===== src/rtl/ifetch_queue.sv =====
// rtl/ifetch_queue.sv - credit-based instruction fetch queue with flush/discard handling
// Optional define IFETCH_QUEUE_PERF_CNT_EN adds push and flush performance counters.
module ifetch_queue #(
  parameter int          DEPTH    = 4,
  parameter logic [31:0] RESET_PC = 32'h0000_0000
) (
  input  logic        clk,
  input  logic        reset,
  input  logic        flush,
  input  logic [31:0] flush_pc,
  output logic        imem_req,
  output logic [31:0] imem_addr,
  input  logic        imem_gnt,
  input  logic        imem_rvalid,
  input  logic [31:0] imem_rdata,
  output logic        inst_valid,
  output logic [31:0] inst,
  output logic [31:0] inst_pc,
  input  logic        inst_ready
`ifdef IFETCH_QUEUE_PERF_CNT_EN
  ,
  output logic [31:0] perf_fetch_cnt,
  output logic [31:0] perf_flush_cnt
`endif
);

  localparam int AW = $clog2(DEPTH);
  localparam int CW = AW + 1;
  localparam logic [CW:0] DEPTH_W = (CW+1)'(DEPTH);

  logic [CW-1:0] count, outstanding, discard, outstanding_next;
  logic [AW-1:0] wptr, rptr;
  logic [31:0]   fetch_pc, resp_pc;
  logic          started;
  logic [CW:0]   credit_used;
  logic          accept, rsp, push, pop;
  logic [31:0]   mem_data [DEPTH];
  logic [31:0]   mem_pc   [DEPTH];

  assign credit_used = {1'b0, count} + {1'b0, outstanding};
  // started keeps imem_req low until the first edge after reset release
  assign imem_req    = started && !flush && (credit_used < DEPTH_W);
  assign imem_addr   = fetch_pc;
  assign accept      = imem_req && imem_gnt;
  assign rsp         = imem_rvalid && (outstanding != '0);
  assign push        = rsp && (discard == '0) && !flush;
  assign pop         = inst_valid && inst_ready && !flush;

  assign inst_valid  = (count != '0);
  assign inst        = inst_valid ? mem_data[rptr] : 32'h0;
  assign inst_pc     = inst_valid ? mem_pc[rptr]   : 32'h0;

  always_comb begin
    outstanding_next = outstanding + CW'(accept) - CW'(rsp);
  end

  // resp_pc tracks the address of the oldest non-discarded outstanding request
  always_ff @(posedge clk or negedge reset) begin
    if (!reset) begin
      started     <= 1'b0;
      fetch_pc    <= RESET_PC;
      resp_pc     <= RESET_PC;
      count       <= '0;
      outstanding <= '0;
      discard     <= '0;
      wptr        <= '0;
      rptr        <= '0;
    end else begin
      started     <= 1'b1;
      outstanding <= outstanding_next;
      if (flush) begin
        count    <= '0;
        wptr     <= '0;
        rptr     <= '0;
        fetch_pc <= {flush_pc[31:2], 2'b00};
        resp_pc  <= {flush_pc[31:2], 2'b00};
        discard  <= outstanding_next;
      end else begin
        if (accept) fetch_pc <= fetch_pc + 32'd4;
        if (rsp) begin
          if (discard != '0) discard <= discard - 1'b1;
          else               resp_pc <= resp_pc + 32'd4;
        end
        if (push) wptr <= wptr + 1'b1;
        if (pop)  rptr <= rptr + 1'b1;
        count <= count + CW'(push) - CW'(pop);
      end
    end
  end

  always_ff @(posedge clk) begin
    if (push) begin
      mem_data[wptr] <= imem_rdata;
      mem_pc[wptr]   <= resp_pc;
    end
  end

`ifdef IFETCH_QUEUE_PERF_CNT_EN
  always_ff @(posedge clk or negedge reset) begin
    if (!reset) begin
      perf_fetch_cnt <= 32'h0;
      perf_flush_cnt <= 32'h0;
    end else begin
      if (push)  perf_fetch_cnt <= perf_fetch_cnt + 32'd1;
      if (flush) perf_flush_cnt <= perf_flush_cnt + 32'd1;
    end
  end
`endif

endmodule

===== config.mk =====
export PLATFORM = sky130hd
export DESIGN_NAME = ifetch_queue
export DESIGN_NICKNAME = d
export VERILOG_FILES = /design/src/rtl/ifetch_queue.sv
export SDC_FILE = /design/constraint.sdc
export NUM_CORES = 1
export LEC_CHECK = 0
export BUFFER_PORTS_ARGS = -buffer_cell sky130_fd_sc_hd__buf_2
export CORE_ASPECT_RATIO = 1.5
export CORE_MARGIN = 5
export CORE_UTILIZATION = 30
export DETAILED_ROUTE_END_ITERATION = 7
export HOLD_SLACK_MARGIN = 0.03
export PLACE_DENSITY = 0.47
export SLEW_MARGIN = 20
export SYNTH_ARGS = -nofsm -noshare
export SYNTH_HDL_FRONTEND = slang
export SYNTH_SLANG_ARGS = --single-unit

===== constraint.sdc =====
create_clock -name clk -period 3.9 [get_ports clk]
set_clock_uncertainty 0.05 [all_clocks]
set_input_delay 0.78 -clock clk [delete_from_list [all_inputs] [get_ports clk]]
set_output_delay 0.78 -clock clk [all_outputs]
set_load 0.03 [all_outputs]

==> Implementation_results.wiki <==
{| class="wikitable"
! Metric !! Value
|-
| Simple logic cell fraction of the synthesized area || 11.0%
|-
| Vias in the first global route || 8578
|-
| Top Ports || approximately 170
|-
| Routed via count divided by cell count || around 4.8
|-
| Prevailing post-synth register cell || sky130_fd_sc_hd__edfxtp_1
|-
| Core occupancy in the finished layout || a little over a third
|-
| Post-cts sizing count || 0
|-
| Unrepaired setup endpoints after global routing || no
|-
| Routed vias || roughly 8000
|-
| Initial core utilization || between 30% and 40%
|-
| Reg2Reg Setup Slack || approximately 0.84 ns
|-
| Endpoint of the worst register-to-register path || discard[1]
|-
| Global routing usage summed across all routing layers || 13.0%
|-
| Starting DRT DRC Count || approximately 310
|-
| Wire length per cell || about 20 µm
|-
| Input/output buffers || approximately 160
|-
| # H-tree levels || 2
|-
| Cells on worst reg2reg path || 11
|-
| Layout cells sized above 1 || a little under a third
|-
| Category of the worst setup path capture point || primary output
|-
| Data arrival time of the worst path || approximately 2.5 ns
|-
| Final-report max-slew violation count || 0
|-
| Cell leakage power || between 5 and 6 nW
|-
| Count of flip-flops with a built-in enable after synthesis || between 200 and 250
|-
| Transition time at the pin with the least slew margin || 0.774 ns
|-
| Number of setup buffers added after CTS || 0
|-
| Placed wire-length estimate after detailed placement || 20.9 mm
|-
| Cell taking the most area after synthesis || sky130_fd_sc_hd__edfxtp_1
|-
| Synth-to-layout area growth || 19.9%
|-
| Number of clock sinks || ~320
|-
| DIE WIDTH || 184 µm
|-
| Critical path's largest stage delay || 0.67 ns
|-
| Critical path launch point type || flip-flop
|-
| Peak fanout along the critical path || 17
|-
| Final GP Congestion || roughly 0.79
|-
| Share of async-settable or async-resettable flops after synthesis || between 20% and 30%
|-
| Achievable clock frequency || approximately 0.3 GHz
|-
| Register area share after synthesis || between 60% and 70%
|-
| Row cnt || 95
|-
| Cell Pwr Density || around 630 nW/µm²
|-
| Nets || 1121
|-
| XOR/XNOR Fraction of Synth Area || 2.70%
|-
| Number of antenna repair diodes || 0
|-
| Ys Warns || 0
|-
| Chip Height || about 270 µm
|-
| Beginning of the worst register-to-register path || count[2]
|-
| Maximum number of pins on one net before global-route repair || 65
|-
| Headroom to the max-slew limit || approximately 48%
|-
| Final setup TNS || 0 ns
|-
| Final critical path time including I/O delays and setup || ~3.3 ns
|-
| Total global routing overflow || 0
|-
| Cts hold-fix bufs || 0
|-
| Complex-gate fraction of the synthesized area || around 3.6%
|-
| Share of synthesized area spent on multiplexers || 10.8%
|-
| Aggregate routed wire length || around 33 mm
|-
| Number of distinct library cells after synthesis || 50
|-
| Number of clock buffers inserted by TritonCTS || 34
|-
| Final number of setup-violating endpoints || 0
|-
| Post-DRT Antenna Nets || 0
|-
| Wire length of the first global-routing pass || approximately 50 mm
|-
| Clock input transition at the sequential cells of the worst setup and hold paths || 0.07 ns
|-
| Number of synthesized register bits || 322
|-
| Critical Setup Path Class || reg -> out
|-
| Combinational family with the most area after synthesis || simple AND/OR/NAND/NOR gates
|-
| Cell area after technology mapping || roughly 14000 µm²
|-
| Maximum clock insertion buffer count || 3
|-
| Max_cap viols || 0
|-
| Min setup slack post-route || 0.569 ns
|-
| Number of failing hold endpoints at the final stage || 0
|-
| Outcome || finished clean
|-
| Cell-by-cell trace of the critical path || buf_4 > mux4_2 > and2_1 > buf_2
|-
| Area of the placeable core || 44900 µm²
|-
| Max rail drop VDD || about 300 µV
|-
| Clk Latency, worst-skew pair || between 0.5 and 0.6 ns
|-
| Root buffer selected by CTS || sky130_fd_sc_hd__clkbuf_16
|-
| Die Footprint || around 50000 µm²
|-
| Number of antenna violations at the first check in global routing || 1
|-
| Post-Place Setup Slack || between 0.8 and 0.9 ns
|-
| Synth area leaders || sky130_fd_sc_hd__edfxtp_1, sky130_fd_sc_hd__dfrtp_1, sky130_fd_sc_hd__mux4_2
|-
| Drc violations || 0
|-
| Library cell contributing the largest single delay on the critical path || sky130_fd_sc_hd__dfrtp_4
|-
| TritonRoute pass-1 iters || 5
|-
| Worst hold path class || in -> async
|-
| Mean instance size in the synthesized netlist || between 15 and 20 µm²
|-
| Synth Area in Adders || between 1.5 and 2%
|-
| Data required time at the worst endpoint || between 3 and 4 ns
|-
| Area share of the leading cell type in the synthesized netlist || a little over half
|-
| Final worst path period share || between 80% and 90%
|-
| Clock tree from TritonCTS || built
|-
| Number of cells produced by synthesis || 860
|}
==> final cells by class <==
cell class,count,area (µm²)
timing repair buffer,181,1060
tap,582,728
multi-input combinational,476,4070
inverter,20,75.1
sequential,322,9300
clock buffer,43,926
clock inverter,18,199
fill,4352,28600
==> critical path, delay by kind of cell, from the launching register on <==
kind                   cells  cell delay (ns)
DFF                        1             0.67
buffers and inverters      2             0.59
muxes                      1             0.54
and+or+nand+nor            1             0.18
==> power breakdown <==
group | total (W) | internal, W | switching, W
Sequential | 0.00417 | 0.00392 | 0.000242
Combinational | 0.00282 | 0.00107 | 0.00175
Clock | 0.00329 | 0.00196 | 0.00133
Total | 0.0103 | 0.00695 | 0.00333
==> worst max-delay path by stage <==
stage,from,end,slack (ns),depth (start not counted)
CTS,rptr[0],inst[20],0.47,4
floorplan,flush,mem_data[0][0],0.50,4
finish,rptr[0],inst[15],0.57,4
detailed placement,outstanding[2],discard[1],0.85,11
global route,rptr[0],inst[6],0.37,4
global placement,count[2],discard[1],0.85,11
==> state kept, by name, indices dropped and copies added (netlist names) <==
| signal | count |
|---|---|
| wptr | 2 |
| mem_data | 128 |
| outstanding | 3 |
| imem_addr | 30 |
| resp_pc | 30 |
| rptr | 2 |
| count | 3 |
| discard | 3 |
| mem_pc | 120 |
| started | 1 |
==> cell usage after synthesis (3+ instances only) <==
master                     count
sky130_fd_sc_hd__a21boi_1      3
sky130_fd_sc_hd__nor2_1       25
sky130_fd_sc_hd__ha_1         14
sky130_fd_sc_hd__dfrtp_1      74
sky130_fd_sc_hd__buf_2        10
sky130_fd_sc_hd__nand2_1      55
sky130_fd_sc_hd__inv_1        19
sky130_fd_sc_hd__o21ai_1       7
sky130_fd_sc_hd__buf_4         4
sky130_fd_sc_hd__nor3_1       17
sky130_fd_sc_hd__or3_1         9
sky130_fd_sc_hd__or4_1         4
sky130_fd_sc_hd__a21oi_1       8
sky130_fd_sc_hd__xnor2_1      30
sky130_fd_sc_hd__nand3b_1      3
sky130_fd_sc_hd__and2_1       65
sky130_fd_sc_hd__a31oi_1       6
sky130_fd_sc_hd__nand3_1      35
sky130_fd_sc_hd__o211ai_1     14
sky130_fd_sc_hd__and3_1        9
sky130_fd_sc_hd__clkbuf_1     25
sky130_fd_sc_hd__o311ai_0      5
sky130_fd_sc_hd__nand2b_1      5
sky130_fd_sc_hd__buf_1         3
sky130_fd_sc_hd__o21ai_0      26
sky130_fd_sc_hd__nand4_1      18
sky130_fd_sc_hd__nor3_2        6
sky130_fd_sc_hd__a21boi_0      5
sky130_fd_sc_hd__xor2_1       12
sky130_fd_sc_hd__mux4_2       62
sky130_fd_sc_hd__edfxtp_1    248
sky130_fd_sc_hd__mux2_2        6
sky130_fd_sc_hd__nor4_1        3
sky130_fd_sc_hd__buf_6         3
==> cells in the final DEF (no fill, tap or decap), types with 4 or more instances in the layout <==
cell type / n
sky130_fd_sc_hd__inv_1: 19
sky130_fd_sc_hd__xor2_1: 12
sky130_fd_sc_hd__a21boi_0: 5
sky130_fd_sc_hd__buf_4: 13
sky130_fd_sc_hd__o311ai_0: 5
sky130_fd_sc_hd__nor2_1: 25
sky130_fd_sc_hd__or3_1: 8
sky130_fd_sc_hd__dfrtp_1: 72
sky130_fd_sc_hd__bufinv_16: 4
sky130_fd_sc_hd__and3_2: 4
sky130_fd_sc_hd__mux4_2: 62
sky130_fd_sc_hd__nand2_1: 55
sky130_fd_sc_hd__buf_12: 8
sky130_fd_sc_hd__o211ai_1: 14
sky130_fd_sc_hd__ha_1: 14
sky130_fd_sc_hd__conb_1: 5
sky130_fd_sc_hd__mux2_2: 6
sky130_fd_sc_hd__and2_1: 65
sky130_fd_sc_hd__clkinv_1: 5
sky130_fd_sc_hd__clkinv_2: 4
sky130_fd_sc_hd__or4_1: 4
sky130_fd_sc_hd__a31oi_1: 6
sky130_fd_sc_hd__nand4_1: 18
sky130_fd_sc_hd__o21ai_1: 7
sky130_fd_sc_hd__o21ai_0: 26
sky130_fd_sc_hd__clkbuf_1: 6
sky130_fd_sc_hd__nand2b_1: 5
sky130_fd_sc_hd__xnor2_1: 30
sky130_fd_sc_hd__edfxtp_1: 248
sky130_fd_sc_hd__a21oi_1: 8
sky130_fd_sc_hd__clkbuf_16: 35
sky130_fd_sc_hd__nor3_1: 17
sky130_fd_sc_hd__nand3_1: 35
sky130_fd_sc_hd__nor3_2: 6
sky130_fd_sc_hd__and3_1: 5
sky130_fd_sc_hd__buf_2: 160
==> logic make-up after synthesis <==
logic type | count (synthesis)
XOR/XNOR | 42
AO/OA/AOI/OAI | 78
buffers and inverters | 65
AND/OR/NAND/NOR | 266
other | 2
multiplexers | 69
flip-flops | 322
adder cells (fa/ha/maj) | 16
==> per-layer routing <==
layer / part of all wire [%] / global-route usage, %
met3: 4.4 / 2.33
met4: 3.0 / 4.54
met5: 0.040 / 0
met2: 52 / 23.5
met1: 40 / 15.4
==> per-stage QoR <==
stage	instances	cell area (µm²)	power [W]	hold slack (ns)
CTS	1642	16400	0.0105	0.173
floorplan	863	13700	0.00621	0.434
global route	1642	16400	0.0108	0.197
global placement	1581	15200	0.00715	0.505
finish	1642	16400	0.0103	0.178
detailed placement	1581	15200	0.00716	0.507
No activity file was read; power rests on OpenSTA's default activity.
